===== src/rtl/arb_client_bank_pkg.sv =====
// Shared definitions for the arbiter client bank: channel state encoding
// and counter widths sized for the full legal parameter ranges.
package arb_client_bank_pkg;

  typedef enum logic [1:0] {
    ST_IDLE = 2'd0,
    ST_REQ  = 2'd1,
    ST_HOLD = 2'd2,
    ST_REL  = 2'd3
  } ch_state_t;

  // HOLD_CYC and TIMEOUT_CYC are at most 255, so both counters fit in 8 bits.
  localparam int CNT_W  = $clog2(255 + 1);
  // MAX_PEND is at most 7.
  localparam int PEND_W = $clog2(7 + 1);

  // Terminal/load value for a counter that must span 'cyc' cycles.
  function automatic logic [CNT_W-1:0] cnt_load(input int unsigned cyc);
    return CNT_W'(cyc - 1);
  endfunction

endpackage


===== src/rtl/arb_client_ch.sv =====
// One arbiter client channel: job queue counter plus IDLE/REQ/HOLD/REL FSM.
//
// Request/grant handshake: r is held high from REQ through HOLD; the arbiter
// answers with a registered grant g that stays high while r stays high. A
// grant is only acted on in REQ (start of hold) and HOLD (continuation);
// a grant seen in IDLE or REL is ignored. Dropping r for the one REL cycle
// lets the arbiter fall back to idle before the next job requests again.
module arb_client_ch
  import arb_client_bank_pkg::*;
#(
  parameter int unsigned HOLD_CYC    = 4,
  parameter int unsigned TIMEOUT_CYC = 16,
  parameter int unsigned MAX_PEND    = 3
) (
  input  logic              clk,
  input  logic              reset,
  input  logic              start,
  input  logic              g,
  output logic              r,
  output logic              busy,
  output logic              done,
  output logic              tmo,
  output logic              ovf,
  output logic              lost,
  output ch_state_t         state,
  output logic [PEND_W-1:0] pend
);

  localparam logic [CNT_W-1:0]  HOLD_LOAD = cnt_load(HOLD_CYC);
  localparam logic [CNT_W-1:0]  WAIT_LAST = cnt_load(TIMEOUT_CYC);
  localparam logic [PEND_W-1:0] PEND_MAX  = PEND_W'(MAX_PEND);

  ch_state_t         state_q, state_d;
  logic [CNT_W-1:0]  hold_q, hold_d;
  logic [CNT_W-1:0]  wait_q, wait_d;
  logic [PEND_W-1:0] pend_q;
  logic              done_q, tmo_q, lost_q, ovf_q;
  logic              fin_done, fin_tmo, fin_lost;
  logic              dec, inc, reject;

  // Next-state and counter updates for the channel FSM.
  always_comb begin
    state_d  = state_q;
    hold_d   = hold_q;
    wait_d   = wait_q;
    fin_done = 1'b0;
    fin_tmo  = 1'b0;
    fin_lost = 1'b0;
    case (state_q)
      ST_IDLE: begin
        if (pend_q != '0) begin
          state_d = ST_REQ;
          wait_d  = '0;
        end
      end
      ST_REQ: begin
        if (g) begin
          state_d = ST_HOLD;
          hold_d  = HOLD_LOAD;
        end else if (wait_q == WAIT_LAST) begin
          state_d = ST_REL;
          fin_tmo = 1'b1;
        end else begin
          wait_d = wait_q + 1'b1;
        end
      end
      ST_HOLD: begin
        // A withdrawn grant wins over completion; the job stays queued.
        if (!g) begin
          state_d  = ST_REL;
          fin_lost = 1'b1;
        end else if (hold_q == '0) begin
          state_d  = ST_REL;
          fin_done = 1'b1;
        end else begin
          hold_d = hold_q - 1'b1;
        end
      end
      ST_REL:  state_d = ST_IDLE;
      default: state_d = ST_IDLE;
    endcase
  end

  // Queue bookkeeping: a same-cycle finish makes room for a start at the limit.
  always_comb begin
    dec    = fin_done | fin_tmo;
    inc    = start && ((pend_q != PEND_MAX) || dec);
    reject = start && (pend_q == PEND_MAX) && !dec;
  end

  // State, counters, queue depth and registered event pulses.
  always_ff @(posedge clk) begin
    if (reset) begin
      state_q <= ST_IDLE;
      hold_q  <= '0;
      wait_q  <= '0;
      pend_q  <= '0;
      done_q  <= 1'b0;
      tmo_q   <= 1'b0;
      lost_q  <= 1'b0;
      ovf_q   <= 1'b0;
    end else begin
      state_q <= state_d;
      hold_q  <= hold_d;
      wait_q  <= wait_d;
      if (inc && !dec)      pend_q <= pend_q + 1'b1;
      else if (dec && !inc) pend_q <= pend_q - 1'b1;
      done_q  <= fin_done;
      tmo_q   <= fin_tmo;
      lost_q  <= fin_lost;
      ovf_q   <= reject;
    end
  end

  assign r     = (state_q == ST_REQ) || (state_q == ST_HOLD);
  assign busy  = (state_q == ST_HOLD);
  assign done  = done_q;
  assign tmo   = tmo_q;
  assign lost  = lost_q;
  assign ovf   = ovf_q;
  assign state = state_q;
  assign pend  = pend_q;

endmodule


===== src/rtl/arb_client_bank.sv =====
// Bank of three independent arbiter client channels, indexed 1..3.
module arb_client_bank
  import arb_client_bank_pkg::*;
#(
  parameter int unsigned HOLD_CYC    = 4,
  parameter int unsigned TIMEOUT_CYC = 16,
  parameter int unsigned MAX_PEND    = 3
) (
  input  logic                   clk,
  input  logic                   reset,
  input  logic [3:1]             start,
  input  logic [3:1]             g,
  output logic [3:1]             r,
  output logic [3:1]             busy,
  output logic [3:1]             done,
  output logic [3:1]             tmo,
  output logic [3:1]             ovf,
  output logic [3:1]             lost,
  output ch_state_t [3:1]        state_dbg,
  output logic [3:1][PEND_W-1:0] pend_dbg
);

  for (genvar n = 1; n <= 3; n++) begin : g_ch
    arb_client_ch #(
      .HOLD_CYC    (HOLD_CYC),
      .TIMEOUT_CYC (TIMEOUT_CYC),
      .MAX_PEND    (MAX_PEND)
    ) u_ch (
      .clk   (clk),
      .reset (reset),
      .start (start[n]),
      .g     (g[n]),
      .r     (r[n]),
      .busy  (busy[n]),
      .done  (done[n]),
      .tmo   (tmo[n]),
      .ovf   (ovf[n]),
      .lost  (lost[n]),
      .state (state_dbg[n]),
      .pend  (pend_dbg[n])
    );
  end

endmodule


===== config.mk =====
export PLATFORM = sky130hd
export DESIGN_NAME = arb_client_bank
export DESIGN_NICKNAME = d
export VERILOG_FILES = /design/src/rtl/arb_client_bank_pkg.sv /design/src/rtl/arb_client_ch.sv /design/src/rtl/arb_client_bank.sv
export SDC_FILE = /design/constraint.sdc
export NUM_CORES = 1
export LEC_CHECK = 0
export BUFFER_PORTS_ARGS = -buffer_cell sky130_fd_sc_hd__buf_2
export CAP_MARGIN = 20
export CORE_AREA = 2 2 87 89
export DETAILED_ROUTE_END_ITERATION = 12
export DIE_AREA = 0 0 89 91
export PLACE_DENSITY = 0.85
export SETUP_SLACK_MARGIN = 0.4
export SYNTH_ARGS = -nofsm -noshare
export SYNTH_HDL_FRONTEND = slang
export SYNTH_SLANG_ARGS = --single-unit

===== constraint.sdc =====
create_clock -name clk -period 8.3 [get_ports clk]
set_clock_uncertainty 0.05 [all_clocks]
set_input_delay 0.83 -clock clk [delete_from_list [all_inputs] [get_ports clk]]
set_output_delay 0.83 -clock clk [all_outputs]
set_load 0.05 [all_outputs]

# Yosys cells after proc, flatten, opt, wreduce, memory -nomap -nowiden
# Cells that the tools add are included.
[op_classes]
addsub = 12
n_eq_ne = 42
muxes = 69
bitwise_logic = 6
n_reduce_logical = 57
[ops]
columns = ["cell", "n"]
rows = [
  ["$mux 8", 18],
  ["$pmux 8 s2", 6],
  ["$mux 2", 15],
  ["$ne 2x2->1 const B", 15],
  ["$add 8x1->8 const B", 3],
  ["$eq 8x4->1 const B", 3],
  ["$logic_not 8->1", 3],
  ["$pmux 2 s4", 3],
  ["$reduce_and 4->1", 6],
  ["$sub 8x1->8 const B", 3],
  ["$mux 1", 21],
  ["$mux 3", 6],
  ["$ne 3x2->1 const B", 6],
  ["$reduce_bool 2->1", 9],
  ["$logic_and 1x1->1", 15],
  ["$eq 2x2->1 const B", 6],
  ["$add 3x1->3 const B", 3],
  ["$eq 3x2->1 const B", 3],
  ["$ne 3x3->1 const B", 3],
  ["$reduce_and 3->1", 3],
  ["$reduce_bool 3->1", 3],
  ["$sub 3x1->3 const B", 3],
  ["$eq 2x1->1 const B", 3],
  ["$logic_not 1->1", 6],
  ["other kinds (6)", 21],
]
[totals]
ff_bits = 75
input_bits = 8
out_inout_bits = 33
elab_cells = 210

# Depth between registers and ports, before layout
[logic_depth]
depth_word = 11
ltp_mapped = 12

# By module
# Synthesis repeated with hierarchy kept, for this count alone.
[hier_totals]
hier_cells = 470
area_unflattened_um2 = 4205.3
[by_module_without_submodules]
columns = ["mod", "n_inst", "cells_per_inst", "area_per_inst_um2"]
rows = [
  ["arb_client_ch (g_ch[1].u_ch ...)", 2, 158, 1406.3],
  ["arb_client_ch (g_ch[3].u_ch)", 1, 154, 1392.6],
]

# Least setup slack after synthesis
# No wires, ideal clock.
[synth_timing]
kind = "reg2reg"
startpoint = "register g_ch[1].u_ch.state_q[0]"
endpoint = "register g_ch[1].u_ch.pend_q[2]"
setup_time_ps = 71
arrival_time_ps = 2758
required_time_ps = 8179
slack_ps = 5421
path_stages_with_launch = 12
path_buffers = 1
synth_period_minus_slack_ps = 2879
path_cell_list = "dfxtp_1 > ha_1 > clkbuf_1 > nand2b_1 > o22ai_1 > o31a_1 > ha_1 > inv_1 > fa_1 > xor2_1 > or3_1 > a21oi_1"
[synth_via]
elab_chain_len = 8
[synth_rtl]
columns = ["element", "line_no", "source"]
rows = [
  ["from (decl)", "arb_client_ch.sv:33", "ch_state_t state_q, state_d;"],
  ["from (signal assigned)", "arb_client_ch.sv:103", "state_q <= state_d;"],
  ["$eq 2x2->1 / $eq 2x1->1 (equally long branches)", "arb_client_ch.sv:49", "case (state_q)"],
  ["$mux 1", "arb_client_ch.sv:49", ""],
  ["$or 1x1->1 *", "arb_client_ch.sv:86", "dec = fin_done | fin_tmo;"],
  ["$logic_or 1x1->1", "arb_client_ch.sv:87", "inc = start && ((pend_q != PEND_MAX) || dec);"],
  ["$logic_and 1x1->1", "arb_client_ch.sv:87", ""],
  ["$logic_not 1->1", "arb_client_ch.sv:107", "else if (dec && !inc) pend_q <= pend_q - 1'b1;"],
  ["$logic_and 1x1->1", "arb_client_ch.sv:107", ""],
  ["$reduce_bool 2->1 (no source line)", "-", ""],
  ["to (signal assigned)", "arb_client_ch.sv:106", "if (inc && !dec) pend_q <= pend_q + 1'b1;"],
  ["to (signal assigned)", "arb_client_ch.sv:107", ""],
  ["to (decl)", "arb_client_ch.sv:36", "logic [PEND_W-1:0] pend_q;"],
]
# Mark *: on every way between the ends. The rest lies on a longest branch, timed or not.
# A chain may end at the register's enable or synchronous reset.

# Final worst setup path
[layout_timing]
startpoint = "register g_ch[1].u_ch.wait_q[4]"
endpoint = "register g_ch[1].u_ch.pend_q[2]"
[layout_via]
elab_chain_len = 10
[layout_rtl]
columns = ["element", "line_no", "source"]
rows = [
  ["from (decl)", "arb_client_ch.sv:35", "logic [CNT_W-1:0] wait_q, wait_d;"],
  ["from (signal assigned)", "arb_client_ch.sv:105", "wait_q <= wait_d;"],
  ["$eq 8x4->1 *", "arb_client_ch.sv:60", "end else if (wait_q == WAIT_LAST) begin"],
  ["$mux 1 *", "arb_client_ch.sv:60", ""],
  ["$mux 1 *", "arb_client_ch.sv:57", "if (g) begin"],
  ["$mux 1 *", "arb_client_ch.sv:49", ""],
  ["$or 1x1->1 *", "arb_client_ch.sv:86", ""],
  ["$logic_or 1x1->1", "arb_client_ch.sv:87", ""],
  ["$logic_and 1x1->1", "arb_client_ch.sv:87", ""],
  ["$logic_not 1->1", "arb_client_ch.sv:107", ""],
  ["$logic_and 1x1->1", "arb_client_ch.sv:107", ""],
  ["$reduce_bool 2->1 (no source line)", "-", ""],
]
# Marks and branches as above.

==> results.toml <==
[setup_path]
critical_path_arrival_ns = 3.30
crit_type = "register to register"
crit_slowest_cell = "or4_1"
endpoint_kind = "register"
reg2reg_from = "g_ch[1].u_ch.wait_q[4]"
start_kind = "register"
path_buf_inv = 1
path_cells = "or4_1 -> or2_2 -> o22ai_1 -> o31a_1 -> ha_1 -> inv_1 -> fa_1 -> xor2_1 -> or3_1 -> a21oi_1"
max_stage_delay_ns = 0.59
reg2regPathDepth = 10
critPathRequiredTime_ns = 8.52
path_depth = 10
r2r_end = "g_ch[1].u_ch.pend[2]"
critical_path.endpoint = "g_ch[1].u_ch.pend[2]"
critPathLaunch = "g_ch[1].u_ch.wait_q[4]"
crit_family = "simple AND/OR/NAND/NOR gates"
cp_max_fo = 7
reg2reg_slack_ns = 5.22

[finish]
insertedDiodeCount = 0
area_growth_pct = 8.63
nNetsFinal = 540
fin_area_um2 = 4500
final_common_cell = "dfxtp_1"
fillCellCount = 626
drive_gt1_frac = 0.153
most-common-layout-cells = "dfxtp_1 (75), a21oi_1 (44), nand2_1 (42)"

[power_and_ir_drop]
total_power_mw = 1.66
powerDensity_nw_per_um2 = 369
p_leak_nw = 1.73
ir_drop_uv = 246

[route]
wl_mm = 8.51
vias = 3591
drt-initial-drc-count = 165
vias_per_cell = 5.91
antenna_violating_nets_post_route = 0
avgRoutedWirePerCell_um = 14.0
drc_errors = 0
first_pass_iters = 4

[clocking]
cts_sinks = 75
clockBufferDepth = 2
cts_tree = "built"
clk_pin_slew_ns = 0.07
cts_setup_buffers = 0
clock_latency_ns = 0.34
post_cts_resized = 0
htree_levels = 3
cts-root-buf = "clkbuf_8"
postCtsHoldBufs = 0
cts_buffers = 9

[synth]
synth_area_per_cell_um2 = 8.60
syn_inst = 482
yosysSeqAreaShare = 0.362
synth_fp_nets = 517
synthFlopType = "dfxtp_1"
synthArstFlopShare = 0
ys_ff_latch = 75
yosys_warnings = 0
synth_cell_types = 60
synth_edf_count = 0
netlist_area_um2 = 4150

[die]
io_pins = 41
core-area_um2 = 7140
dieWidth_um = 89
rows = 31
dieArea_um2 = 8100
initial_utilization = 0.581
die_y_um = 91

[timing]
fin_ws_ns = 5.22
setup_viol = 0
fin_crit_sh = 0.372
drv_slew = 0
slew-limit-headroom = 0.370
max_freq_ghz = 0.324
post-route-min-period_ns = 3.08
rsz0062_at_grt = "no"
whs_ns = 0.431
max_slew.worst_pin.slew_ns = 0.943
finalSetupTns_ns = 0
hold_violations = 0

[global_route]
overflow = 0
grt_max_degree = 44
grtUsageTotal = 0.225
grt_antenna_before_repair = 0
grt_pass1_vias = 3469
grt_pass1_wl_mm = 15.0

[run_status]
run_status = "finished clean"

[placement]
preCtsSetupSlack_ns = 5.23
gp_congestion = 0.866
dpl.hpwl_mm = 6.04
dpl_cell_area_um2 = 4300
port_buffers = 40

[worst_hold_path]
hold_path_class = "register to register"

[run]
max-cap-violations = 0
-- registers in the layout, summed over array words and instances, names as in the netlist --
register,cells
g_ch.u_ch.tmo,3
g_ch.u_ch.lost,3
g_ch.u_ch.pend,9
g_ch.u_ch.hold_q,24
g_ch.u_ch.state,6
g_ch.u_ch.wait_q,24
g_ch.u_ch.ovf,3
g_ch.u_ch.done,3
-- final cells by class --
class	count	area, um^2	area share
Clock inverter	4	50.0	0.0111
Multi-Input combinational cell	347	2350	0.522
Clock buffer	11	151	0.0336
Tap cell	99	124	0.0275
Sequential cell	75	1500	0.333
Inverter	30	113	0.0250
Timing Repair Buffer	42	215	0.0478
-- tightest hold or removal path, delay by kind of cell, from the launching register on --
| kind | cells | cell delay, ns |
|---|---|---|
| flops | 1 | 0.32 |
| compound gates | 2 | 0.11 |
-- cells in the mapped netlist (all sizes together), types with 5 or more instances --
master,number,share of area
a211oi,6,0.012
a21oi,44,0.053
a221oi,6,0.013
a311oi,6,0.013
a31o,5,0.011
and3,5,0.0075
buf,22,0.037
clkbuf,8,0.0072
dfxtp,75,0.36
ha,24,0.072
inv,30,0.027
mux2i,9,0.022
nand2,42,0.038
nand2b,14,0.021
nand3,16,0.019
nand4,8,0.012
nor2,22,0.020
nor2b,5,0.0075
nor3,12,0.016
nor3b,7,0.013
nor4,9,0.019
o21ai,21,0.025
o22ai,7,0.011
o31ai,7,0.014
or3,12,0.019
or4,10,0.018
xor2,7,0.015
-- how the worst min path moves through the flow --
| stage | slack [ns] | startpoint | end | depth (start not counted) |
|---|---|---|---|---|
| final | 0.43 | g_ch[2].u_ch.hold_q[7] | g_ch[2].u_ch.hold_q[7] | 2 |
| after global routing | 0.46 | g_ch[2].u_ch.hold_q[7] | g_ch[2].u_ch.hold_q[7] | 2 |
| after CTS | 0.43 | g_ch[2].u_ch.hold_q[7] | g_ch[2].u_ch.hold_q[7] | 2 |
| after detailed placement | 0.42 | g_ch[2].u_ch.hold_q[7] | g_ch[2].u_ch.hold_q[7] | 2 |
| after global placement | 0.41 | g_ch[1].u_ch.wait_q[7] | g_ch[1].u_ch.wait_q[7] | 2 |
| after floorplan | 0.39 | g_ch[3].u_ch.wait_q[6] | g_ch[3].u_ch.wait_q[6] | 1 |
-- report_power, final --
group / switching [mW] / internal, mW / total [mW]
Combinational: 0.570 / 0.293 / 0.863
Clock: 0.131 / 0.153 / 0.284
Sequential: 0.0834 / 0.431 / 0.515
-- kinds of logic after synthesis --
logic type / Yosys count / synth area share
buffers and inverters: 60 / 0.0712
multiplexers: 11 / 0.0272
XOR/XNOR: 7 / 0.0148
AND/OR/NAND/NOR: 176 / 0.236
flip-flops: 75 / 0.362
adder cells (fa/ha/maj): 27 / 0.0869
AO/OA/AOI/OAI: 126 / 0.202
-- layer usage --
metal | global-route usage | share of wire | up-vias
met5 | 0 | 0 | -
met4 | 0.0933 | 0.020 | 0
met3 | 0.0355 | 0.039 | 19
met2 | 0.376 | 0.48 | 92
met1 | 0.285 | 0.46 | 1680
li1 | - | - | 1800
-- metrics by stage --
| stage | util | std cells |
|---|---|---|
| finish | 0.631 | 608 |
| global route | 0.631 | 608 |
| CTS | 0.631 | 608 |
| detailed placement | 0.603 | 593 |
| global placement | 0.603 | 593 |
| floorplan | - | 482 |
Note: power is estimated with default switching activity, not from simulation.
